[src/rtl/max7219_pkg.sv]
`default_nettype none
// ============================================================================
//  Module      : max7219_pkg
//  Description : Shared definitions for the MAX7219 display scheduler:
//                scheduler FSM state encoding, serializer state encoding,
//                MAX7219 register addresses and the power-up init ROM.
//  Ports       : none (package)
//  Revision    : 1.0 - initial release
// ============================================================================
package max7219_pkg;

   // Scheduler FSM states
   typedef enum logic [2:0] {
      ST_INIT     = 3'd0,
      ST_IDLE     = 3'd1,
      ST_SEND_INT = 3'd2,
      ST_SEND_DIG = 3'd3,
      ST_WAIT_GAP = 3'd4
   } sched_state_e;

   // Serializer states
   typedef enum logic [0:0] {
      TX_IDLE  = 1'b0,
      TX_SHIFT = 1'b1
   } tx_state_e;

   // MAX7219 register addresses
   localparam logic [3:0] c_addr_noop      = 4'h0;
   localparam logic [3:0] c_addr_digit0    = 4'h1;
   localparam logic [3:0] c_addr_decode    = 4'h9;
   localparam logic [3:0] c_addr_intensity = 4'hA;
   localparam logic [3:0] c_addr_scanlim   = 4'hB;
   localparam logic [3:0] c_addr_shutdown  = 4'hC;
   localparam logic [3:0] c_addr_test      = 4'hF;

   // Index of the last init ROM entry (five entries, 0..4)
   localparam logic [2:0] c_init_last = 3'd4;

   // Build a 16-bit MAX7219 frame: {4'h0, addr, data}
   function automatic logic [15:0] make_frame(input logic [3:0] addr,
                                              input logic [7:0] data);
      return {4'h0, addr, data};
   endfunction

   // Init ROM. Entry 3 carries the currently held brightness code.
   function automatic logic [15:0] init_frame(input logic [2:0] idx,
                                              input logic [3:0] intensity);
      logic [15:0] f;
      case (idx)
         3'd0:    f = make_frame(c_addr_shutdown,  8'h01);
         3'd1:    f = make_frame(c_addr_decode,    8'h00);
         3'd2:    f = make_frame(c_addr_scanlim,   8'h07);
         3'd3:    f = make_frame(c_addr_intensity, {4'h0, intensity});
         3'd4:    f = make_frame(c_addr_test,      8'h00);
         default: f = make_frame(c_addr_noop,      8'h00);
      endcase
      return f;
   endfunction

endpackage
`default_nettype wire

[src/rtl/max7219_serial_tx.sv]
`default_nettype none
// ============================================================================
//  Module      : max7219_serial_tx
//  Description : Shifts one 16-bit frame MSB first onto the MAX7219 serial
//                pins. LOAD falls on the first frame cycle, each bit holds
//                SCLK low for SCLK_DIV cycles then high for SCLK_DIV cycles,
//                LOAD rises after the 16th bit. The inter-frame LOAD-high
//                gap is timed by the caller.
//  Ports       : i_clk, i_reset      - clock, synchronous active-high reset
//                i_start, i_frame    - start a frame (accepted when idle)
//                o_done              - high in the last frame cycle; LOAD
//                                      rises on the following edge
//                o_serial_load/dout/clk - MAX7219 LOAD, DIN, CLK
//  Revision    : 1.0 - initial release
// ============================================================================
module max7219_serial_tx
   import max7219_pkg::*;
#(
   parameter int SCLK_DIV = 2
) (
   input  logic        i_clk,
   input  logic        i_reset,
   input  logic        i_start,
   input  logic [15:0] i_frame,
   output logic        o_done,
   output logic        o_serial_load,
   output logic        o_serial_dout,
   output logic        o_serial_clk
);

   localparam logic [7:0] c_div_last = 8'(SCLK_DIV - 1);

   tx_state_e   state_q, state_d;
   logic [7:0]  div_q,   div_d;     // cycles within the current half period
   logic        half_q,  half_d;    // 0: SCLK low phase, 1: SCLK high phase
   logic [3:0]  bit_q,   bit_d;     // bit index within the frame
   logic [15:0] shreg_q, shreg_d;   // remaining bits, next one at [15]
   logic        load_q,  load_d;
   logic        sclk_q,  sclk_d;
   logic        dout_q,  dout_d;
   logic        w_done;

   always_comb begin
      state_d = state_q;
      div_d   = div_q;
      half_d  = half_q;
      bit_d   = bit_q;
      shreg_d = shreg_q;
      load_d  = load_q;
      sclk_d  = sclk_q;
      dout_d  = dout_q;
      w_done  = 1'b0;
      case (state_q)
         TX_IDLE: begin
            if (i_start) begin
               // Registered outputs: LOAD low and bit 15 on DIN from the next cycle
               load_d  = 1'b0;
               sclk_d  = 1'b0;
               dout_d  = i_frame[15];
               shreg_d = {i_frame[14:0], 1'b0};
               bit_d   = 4'd0;
               div_d   = 8'd0;
               half_d  = 1'b0;
               state_d = TX_SHIFT;
            end
         end
         TX_SHIFT: begin
            if (div_q == c_div_last) begin
               div_d = 8'd0;
               if (!half_q) begin
                  sclk_d = 1'b1;
                  half_d = 1'b1;
               end else begin
                  sclk_d = 1'b0;
                  half_d = 1'b0;
                  if (bit_q == 4'd15) begin
                     // Frame end: the bit counter wraps only here
                     bit_d   = 4'd0;
                     load_d  = 1'b1;
                     dout_d  = 1'b0;
                     w_done  = 1'b1;
                     state_d = TX_IDLE;
                  end else begin
                     bit_d   = bit_q + 4'd1;
                     dout_d  = shreg_q[15];
                     shreg_d = {shreg_q[14:0], 1'b0};
                  end
               end
            end else begin
               div_d = div_q + 8'd1;
            end
         end
         default: state_d = TX_IDLE;
      endcase
   end

   always_ff @(posedge i_clk) begin
      if (i_reset) begin
         state_q <= TX_IDLE;
         div_q   <= 8'd0;
         half_q  <= 1'b0;
         bit_q   <= 4'd0;
         shreg_q <= 16'h0000;
         load_q  <= 1'b1;
         sclk_q  <= 1'b0;
         dout_q  <= 1'b0;
      end else begin
         state_q <= state_d;
         div_q   <= div_d;
         half_q  <= half_d;
         bit_q   <= bit_d;
         shreg_q <= shreg_d;
         load_q  <= load_d;
         sclk_q  <= sclk_d;
         dout_q  <= dout_d;
      end
   end

   assign o_done        = w_done;
   assign o_serial_load = load_q;
   assign o_serial_dout = dout_q;
   assign o_serial_clk  = sclk_q;

endmodule
`default_nettype wire

[src/rtl/max7219_scheduler.sv]
`default_nettype none
// ============================================================================
//  Module      : max7219_scheduler
//  Description : Drives a MAX7219 8-digit display. Sends the five-frame init
//                sequence after reset, then services brightness and digit
//                refresh requests. Requests are held as pending flags with
//                shadow data; arbitration happens at each frame boundary
//                with brightness ahead of digit frames.
//  Ports       : i_clk, i_reset          - clock, synchronous active-high reset
//                i_update_stb, i_digits  - new segment data (digit n = [8n+7:8n])
//                i_intensity_stb, i_intensity - new brightness code
//                o_serial_load/dout/clk  - MAX7219 LOAD, DIN, CLK
//                o_init_done             - init sequence complete
//                o_busy                  - frame in flight or request pending
//  Revision    : 1.0 - initial release
// ============================================================================
module max7219_scheduler
   import max7219_pkg::*;
#(
   parameter int SCLK_DIV = 2
) (
   input  logic        i_clk,
   input  logic        i_reset,
   input  logic        i_update_stb,
   input  logic [63:0] i_digits,
   input  logic        i_intensity_stb,
   input  logic [3:0]  i_intensity,
   output logic        o_serial_load,
   output logic        o_serial_dout,
   output logic        o_serial_clk,
   output logic        o_init_done,
   output logic        o_busy
);

   localparam logic [7:0] c_gap_last = 8'(SCLK_DIV - 1);

   sched_state_e state_q,     state_d;
   logic [2:0]   init_idx_q,  init_idx_d;
   logic         issued_q,    issued_d;     // first init frame already launched
   logic [7:0]   gap_q,       gap_d;        // LOAD-high gap cycle counter
   logic         init_done_q, init_done_d;
   logic         busy_q,      busy_d;
   logic         int_pend_q,  int_pend_d;
   logic         upd_pend_q,  upd_pend_d;
   logic [3:0]   int_reg_q,   int_reg_d;
   logic [63:0]  shadow_q,    shadow_d;
   logic [63:0]  snap_q,      snap_d;       // burst snapshot, frozen per burst
   logic [2:0]   dig_idx_q,   dig_idx_d;    // next digit to send in the burst
   logic         burst_q,     burst_d;      // a burst has digits left to send

   logic         w_start;
   logic [15:0]  w_frame;
   logic         w_tx_done;
   logic         w_arb;
   logic         w_int_take;
   logic         w_upd_take;

   always_comb begin
      state_d     = state_q;
      init_idx_d  = init_idx_q;
      issued_d    = issued_q;
      gap_d       = gap_q;
      init_done_d = init_done_q;
      int_reg_d   = int_reg_q;
      shadow_d    = shadow_q;
      snap_d      = snap_q;
      dig_idx_d   = dig_idx_q;
      burst_d     = burst_q;
      w_start     = 1'b0;
      w_frame     = 16'h0000;
      w_arb       = 1'b0;
      w_int_take  = 1'b0;
      w_upd_take  = 1'b0;

      // Last strobe wins
      if (i_intensity_stb) int_reg_d = i_intensity;
      if (i_update_stb)    shadow_d  = i_digits;

      case (state_q)
         ST_INIT: begin
            // Only the first init frame is launched from here; later ones
            // are launched at the end of each gap.
            if (!issued_q) begin
               w_start  = 1'b1;
               w_frame  = init_frame(init_idx_q, int_reg_q);
               issued_d = 1'b1;
            end
            if (w_tx_done) begin
               gap_d   = 8'd0;
               state_d = ST_WAIT_GAP;
            end
         end
         ST_SEND_INT, ST_SEND_DIG: begin
            if (w_tx_done) begin
               gap_d   = 8'd0;
               state_d = ST_WAIT_GAP;
            end
         end
         ST_WAIT_GAP: begin
            if (gap_q == c_gap_last) begin
               gap_d = 8'd0;
               if (!init_done_q && (init_idx_q != c_init_last)) begin
                  init_idx_d = init_idx_q + 3'd1;
                  w_start    = 1'b1;
                  w_frame    = init_frame(init_idx_q + 3'd1, int_reg_q);
                  state_d    = ST_INIT;
               end else begin
                  init_done_d = 1'b1;
                  w_arb       = 1'b1;
               end
            end else begin
               gap_d = gap_q + 8'd1;
            end
         end
         ST_IDLE: w_arb = 1'b1;
         default: state_d = ST_INIT;
      endcase

      // Frame-boundary arbitration: brightness, then the running burst,
      // then a fresh burst from the shadow register.
      if (w_arb) begin
         if (int_pend_q) begin
            w_int_take = 1'b1;
            w_start    = 1'b1;
            w_frame    = make_frame(c_addr_intensity, {4'h0, int_reg_q});
            state_d    = ST_SEND_INT;
         end else if (burst_q) begin
            w_start = 1'b1;
            w_frame = make_frame(4'(dig_idx_q) + c_addr_digit0,
                                 snap_q[{dig_idx_q, 3'b000} +: 8]);
            if (dig_idx_q == 3'd7) begin
               burst_d   = 1'b0;
               dig_idx_d = 3'd0;
            end else begin
               dig_idx_d = dig_idx_q + 3'd1;
            end
            state_d = ST_SEND_DIG;
         end else if (upd_pend_q) begin
            w_upd_take = 1'b1;
            w_start    = 1'b1;
            snap_d     = shadow_q;
            w_frame    = make_frame(c_addr_digit0, shadow_q[7:0]);
            dig_idx_d  = 3'd1;
            burst_d    = 1'b1;
            state_d    = ST_SEND_DIG;
         end else begin
            state_d = ST_IDLE;
         end
      end
   end

   // A strobe landing on the consuming cycle re-arms its flag
   assign int_pend_d = i_intensity_stb | (int_pend_q & ~w_int_take);
   assign upd_pend_d = i_update_stb    | (upd_pend_q & ~w_upd_take);
   assign busy_d     = (state_d != ST_IDLE) | int_pend_d | upd_pend_d;

   always_ff @(posedge i_clk) begin
      if (i_reset) begin
         state_q     <= ST_INIT;
         init_idx_q  <= 3'd0;
         issued_q    <= 1'b0;
         gap_q       <= 8'd0;
         init_done_q <= 1'b0;
         busy_q      <= 1'b0;
         int_pend_q  <= 1'b0;
         upd_pend_q  <= 1'b0;
         int_reg_q   <= 4'h0;
         shadow_q    <= 64'h0;
         snap_q      <= 64'h0;
         dig_idx_q   <= 3'd0;
         burst_q     <= 1'b0;
      end else begin
         state_q     <= state_d;
         init_idx_q  <= init_idx_d;
         issued_q    <= issued_d;
         gap_q       <= gap_d;
         init_done_q <= init_done_d;
         busy_q      <= busy_d;
         int_pend_q  <= int_pend_d;
         upd_pend_q  <= upd_pend_d;
         int_reg_q   <= int_reg_d;
         shadow_q    <= shadow_d;
         snap_q      <= snap_d;
         dig_idx_q   <= dig_idx_d;
         burst_q     <= burst_d;
      end
   end

   max7219_serial_tx #(
      .SCLK_DIV (SCLK_DIV)
   ) u_tx (
      .i_clk         (i_clk),
      .i_reset       (i_reset),
      .i_start       (w_start),
      .i_frame       (w_frame),
      .o_done        (w_tx_done),
      .o_serial_load (o_serial_load),
      .o_serial_dout (o_serial_dout),
      .o_serial_clk  (o_serial_clk)
   );

   assign o_init_done = init_done_q;
   assign o_busy      = busy_q;

endmodule
`default_nettype wire

[config.mk]
export PLATFORM = sky130hd
export DESIGN_NAME = max7219_scheduler
export DESIGN_NICKNAME = d
export VERILOG_FILES = /design/src/rtl/max7219_pkg.sv /design/src/rtl/max7219_serial_tx.sv /design/src/rtl/max7219_scheduler.sv
export SDC_FILE = /design/constraint.sdc
export NUM_CORES = 1
export LEC_CHECK = 0
export ABC_AREA = 1
export CORE_AREA = 2 2 132 134
export DETAILED_ROUTE_END_ITERATION = 10
export DIE_AREA = 0 0 134 136
export PLACE_DENSITY = 0.78
export SLEW_MARGIN = 0
export SYNTH_ARGS = -nofsm -noshare
export SYNTH_HDL_FRONTEND = slang
export SYNTH_SLANG_ARGS = --single-unit
export TNS_END_PERCENT = 100
[constraint.sdc]
create_clock -name i_clk -period 3.1 [get_ports i_clk]
set_input_delay 0.31 -clock i_clk [delete_from_list [all_inputs] [get_ports i_clk]]
set_output_delay 0.31 -clock i_clk [all_outputs]
set_load 0.01 [all_outputs]
==> results.yml, run 1 <==
synth:
  synth_top_area_frac: 0.453
  synth.net_count: 1282
  async_flop_share: 0
  syn_area_per_cell_um2: 6.87
  synth-edff-count: 0
  syn-instance-count: 1197
  yosysWarningCount: 0
  ys_seq_elements: 186
  yosysMostFrequentCell: "nor2_1"
  yosysTopAreaCell: "dfxtp_1"
  ys_seq_area_frac: 0.453
  syn_area_um2: 8230
  synth_top_flop_cell: "dfxtp_1"
  ys_types: 36
  synth_area_leaders: "dfxtp_1 (45%), nor2_1 (13%), o21ai_0 (9.7%)"
  synth_common_cells: "nor2_1 (292), nand2_1 (196), dfxtp_1 (186)"
sta:
  fin_crit_sh: 0.770
  setup_viol: 0
  drv_slew: 0
  fin_crit_ps: 2390
  rsz0062_at_grt: "no"
  worst_pin_slew_ps: 994
  clock-skew-final_ps: 7.68
  hold_viol: 0
  relSlewSlack: 0.337
  tns_ps: 0
  fmax_mhz: 419
worst_setup_path:
  critPathTopFamily: "simple AND/OR/NAND/NOR gates"
  cp_slowest_stage_delay_ps: 450
  worstSetupStartpointType: "register"
  crit_path_max_fanout: 53
  worst-setup-path-type: "reg2reg"
  cp_num_buf_inv: 3
  path_cells: "inv_1 -> ha_1 -> nand2_1 -> nand2_1 -> inv_2 -> nor2_2 -> nand2_2 -> nand2_4 -> nand2_4 -> buf_4 -> o21ai_0 -> a21oi_1"
  critPathRequiredTime_ps: 3460
  slowest_stage: "buf_4"
  cp-end-kind: "register"
  critPathArrivalTime_ps: 2740
routing:
  vias_per_cell: 5.21
  drc: 0
  wl_per_cell_um: 13.2
  ant_nets: 0
  dr.pass1.iters: 5
  vias: 7681
  drtIter0Drc: 632
  totalWireLength_um: 19400
global_route:
  grt_pass1_wl_um: 32900
  antenna_found_initial: 0
  grt_max_degree: 66
  track_usage: 0.221
  grt_overflow_total: 0
  grt_pass1_vias: 7097
run:
  maxCapViolCount: 0
floorplan:
  die_height_um: 136
  die-area_um2: 18200
  die_x_um: 134
  coreArea_um2: 16900
  ios: 77
  row_count: 48
  floorplan.initialDensity: 0.487
layout:
  final_layout_size_suffix_gt1_frac: 0.0528
  antenna_cells: 0
  nNetsFinal: 1326
  syn2layout_area_growth_pct: 17.6
  post-route-util: 0.573
run_status:
  outcome: "complete, no violations"
clocking:
  clock_path_buffers: 2
  cts_hold_buf: 0
  cts_tree: "done"
  clock-root-buffer: "clkbuf_16"
  htree_levels: 4
  clock_latency_ps: 430
  cts.clk_slew.worst_paths_ps: 70
  clock_sink_count: 186
  postCtsSetupBuffers: 0
  post_cts_resized: 0
  cts_buffers: 17
power_and_ir_drop:
  ir_drop_mv: 0.462
  powerDensity_nw_per_um2: 539
  power_leakage_nw: 3.90
  fin_total_pwr_mw: 5.22
worst_hold_path:
  min_path_type: "in2reg"
placed_design:
  port_buffers: 76
  hpwl_um: 12900
  place_congestion: 0.892
## report_power, final
group	internal (mW)	switching, mW
Combinational	0.236	0.344
Sequential	2.50	0.0689
Clock	1.14	0.925
Total	3.88	1.34
## worst reg2reg max path, delay by kind of cell, from the launching register on
kind,cells,cell delay [ps]
adders and majority gates,1,250
AOI/OAI and AO/OA,2,330
and+or+nand+nor,6,730
DFF,1,380
buffers and inverters,3,650
## per-stage QoR
step	area [um^2]	std cells	setup slack (ps)	hold WS, ps
after detailed placement	9130	1447	770	450
final	9680	1475	714	459
after floorplan	8230	1197	1250	424
after CTS	9680	1475	737	447
after global placement	9130	1447	870	444
after global routing	9680	1475	482	474
## worst paths after layout
kind | from | to | slack [ps] | cells after the start
max | init_idx_q[0] | snap_q[59] | 710 | 12
min | i_digits[51] | shadow_q[51] | 460 | 3
max reg2reg | init_idx_q[0] | snap_q[59] | 710 | 12
min reg2reg | snap_q[35] | snap_q[35] | 460 | 2
## cells in the final DEF (no fill, tap or decap), drive strengths merged
master         count
nand3b             1
bufinv             1
o31ai              1
clkinvlp           3
ha                13
a221oi             1
o21bai             1
clkdlybuf4s50     75
nor2             298
clkinv             4
nand3             99
nor3               6
buf               13
clkbuf            19
nand4              5
o22ai              2
o21a               3
a211oi             1
dfxtp            186
or2                2
nand2            203
nor3b              1
o21ai            162
a21oi             65
xor2               1
inv               84
## registers in the layout (all words and copies together) (netlist names), 3 cells and up
name and count:
snap_q 64, u_tx.bit_q 4, state_q 3, u_tx.shreg_q 15, dig_idx_q 3, int_reg_q 4, shadow_q 64, gap_q 8
init_idx_q 3, u_tx.div_q 8
## cell type report
cell class,count,area [um^2]
clock inverters,9,93.8
repair buffers,88,883
flip-flops and latches,186,3720
inverters,83,312
clock buffers,19,453
well taps,225,282
fillers,1595,7200
multi-input cells,865,3930
## kinds of logic (layout without fill, tap and decap cells)
group | Yosys count | after routing | synth area share
xor+xnor | 1 | 1 | 0.00106
simple gates | 615 | 615 | 0.310
buf+inv | 146 | 199 | 0.0695
flops | 186 | 186 | 0.453
compound gates | 236 | 236 | 0.147
fa+ha+maj | 13 | 13 | 0.0198
## routing by layer
| metal | up-vias | track usage | part of all wire |
|---|---|---|---|
| met2 | 195 | 0.380 | 0.48 |
| met1 | 3508 | 0.272 | 0.45 |
| li1 | 3933 | - | - |
| met5 | - | 0 | 0 |
| met4 | 0 | 0.0898 | 0.024 |
| met3 | 45 | 0.0436 | 0.043 |
(Power assumes the default switching activity.)
==> run 2, diff against run 1 <==
- clock period: 3.1 -> 2.2 ns (I/O delays scaled with it)
==> run 2 against run 1 <==
Against the previous run: fmax grew 14%; wire length up 1.8%; critical path depth up 1; final area rose by 1.8%; first-iteration DRC count decreased by 2.2%; global-route usage up 0.22 points; flip-flop and latch count stayed put; largest cell class unchanged.
==> results.yml, run 2 (synthesis results as in run 1) <==
sta:
  drv_slew: 0
  setup_slack_ps: 112
  hold_viol: 0
  fmax_mhz: 479
  fin_crit_sh: 0.949
  setup_viol: 0
  fin_crit_ps: 2090
  relSlewSlack: 0.658
  worst_pin_slew_ps: 511
  tns_ps: 0
  clock-skew-final_ps: 10.5
clocking:
  clock_latency_ps: 430
  htree_levels: 4
  clock-root-buffer: "clkbuf_16"
  cts_buffers: 17
  cts_hold_buf: 0
  cts_tree: "done"
  clock_sink_count: 186
  clock_path_buffers: 2
  cts.clk_slew.worst_paths_ps: 70
worst_hold_path:
  whs_path_depth: 3
  min_path_type: "in2reg"
  hold_start: "i_update_stb"
  whs_endpoint: "shadow_q[59]"
routing:
  vias_per_cell: 5.23
  wl_per_cell_um: 13.3
  dr.pass1.iters: 6
  drtIter0Drc: 618
  ant_nets: 0
  totalWireLength_um: 19800
  vias: 7800
  drc: 0
worst_setup_path:
  worstSetupStartpointType: "register"
  r2r_start: "init_idx_q[1]"
  reg2reg_depth: 13
  crit_path_max_fanout: 11
  critPathRequiredTime_ps: 2500
  critPathArrivalTime_ps: 2390
  r2r_slack_ps: 110
  worst-setup-path-type: "reg2reg"
  regToRegEndpoint: "u_tx.shreg_q[9]"
  cp-end-kind: "register"
floorplan:
  coreArea_um2: 16900
  row_count: 48
  ios: 77
  die_height_um: 136
  die_x_um: 134
  die-area_um2: 18200
  floorplan.initialDensity: 0.487
run_status:
  outcome: "complete, no violations"
power_and_ir_drop:
  fin_total_pwr_mw: 7.40
  powerDensity_nw_per_um2: 750
  power_leakage_nw: 3.99
  ir_drop_mv: 0.551
placed_design:
  place_inst: 1454
  port_buffers: 76
  hpwl_um: 13400
  place_congestion: 0.923
  pre_cts_slack_ps: 79.4
run:
  maxCapViolCount: 0
layout:
  post-route-util: 0.584
  syn2layout_area_growth_pct: 19.8
  final_common_cell: "nor2_1"
  antenna_cells: 0
  stdcell_count: 1490
  top_regs: "shadow_q x64, snap_q x64, u_tx.shreg_q x15"
  fillers: 1588
  nNetsFinal: 1337
  final_cell_mix: "nor2_1 (291), nand2_1 (195), dfxtp_1 (186)"
  final_layout_size_suffix_gt1_frac: 0.0672
global_route:
  track_usage: 0.223
  grt_max_degree: 56
  antenna_found_initial: 0
  grt_pass1_vias: 7340
  grt_overflow_total: 0
  grt_pass1_wl_um: 33300
==> run 2: timing repair <==
action	in CTS	in global routing
endpoints found under the setup margin	0	51
gates resized for setup	0	10
setup buffers	0	1
==> run 2: per-layer routing <==
| metal | wire (um) | global-route usage | part of all wire |
|---|---|---|---|
| met5 | 0 | 0 | 0 |
| met4 | 257 | 0.0674 | 0.013 |
| met3 | 1230 | 0.0474 | 0.062 |
| met2 | 9480 | 0.385 | 0.48 |
| met1 | 8790 | 0.281 | 0.45 |
==> run 2: power breakdown <==
part | total [mW] | internal, mW | leakage, nW | switching (mW)
clock | 2.91 | 1.54 | 0.269 | 1.37
sequential | 3.62 | 3.53 | 1.52 | 0.0933
combinational | 0.866 | 0.353 | 2.20 | 0.512
total | 7.40 | 5.42 | 3.99 | 1.98
==> run 2: through the flow <==
| step | hold WS, ps | area [um^2] |
|---|---|---|
| floorplan | 355 | 8230 |
| global placement | 439 | 9220 |
| detailed placement | 441 | 9220 |
| CTS | 253 | 9790 |
| global route | 285 | 9850 |
| finish | 254 | 9850 |
==> run 2: area by class of cell <==
cell class                 instances  area, um^2  share of cell area
clock inverter                    12         108              0.0109
sequential                       186        3720               0.378
clock buffer                      20         457              0.0463
inverter                          83         320              0.0325
timing repair buffer              96         985              0.0999
multi-input combinational        868        3980               0.404
tap                              225         282              0.0286
==> run 2: worst max path at each step <==
stage                  start                to  slack [ps]  cells after the start
2_1_floorplan  init_idx_q[0]  u_tx.shreg_q[13]         350                     14
3_3_place_gp   init_idx_q[0]  u_tx.shreg_q[11]         150                     15
3_5_place_dp   init_idx_q[0]  u_tx.shreg_q[11]          80                     15
4_1_cts        init_idx_q[0]  u_tx.shreg_q[11]          60                     15
5_1_grt        init_idx_q[1]     u_tx.bit_q[3]          -2                     15
6_report       init_idx_q[1]   u_tx.shreg_q[9]         110                     13
==> run 2: worst max-delay path, stage by stage, from the launching register on <==
cell	delay, ps
dfxtp_1	350
inv_1	150
ha_4	170
nand2_1	110
nand2_1	130
inv_2	70
nor2_2	110
nand2_2	110
nand2_4	140
nand2_4	90
nand2_8	120
nand3_2	200
nand2_1	130
a21oi_1	70
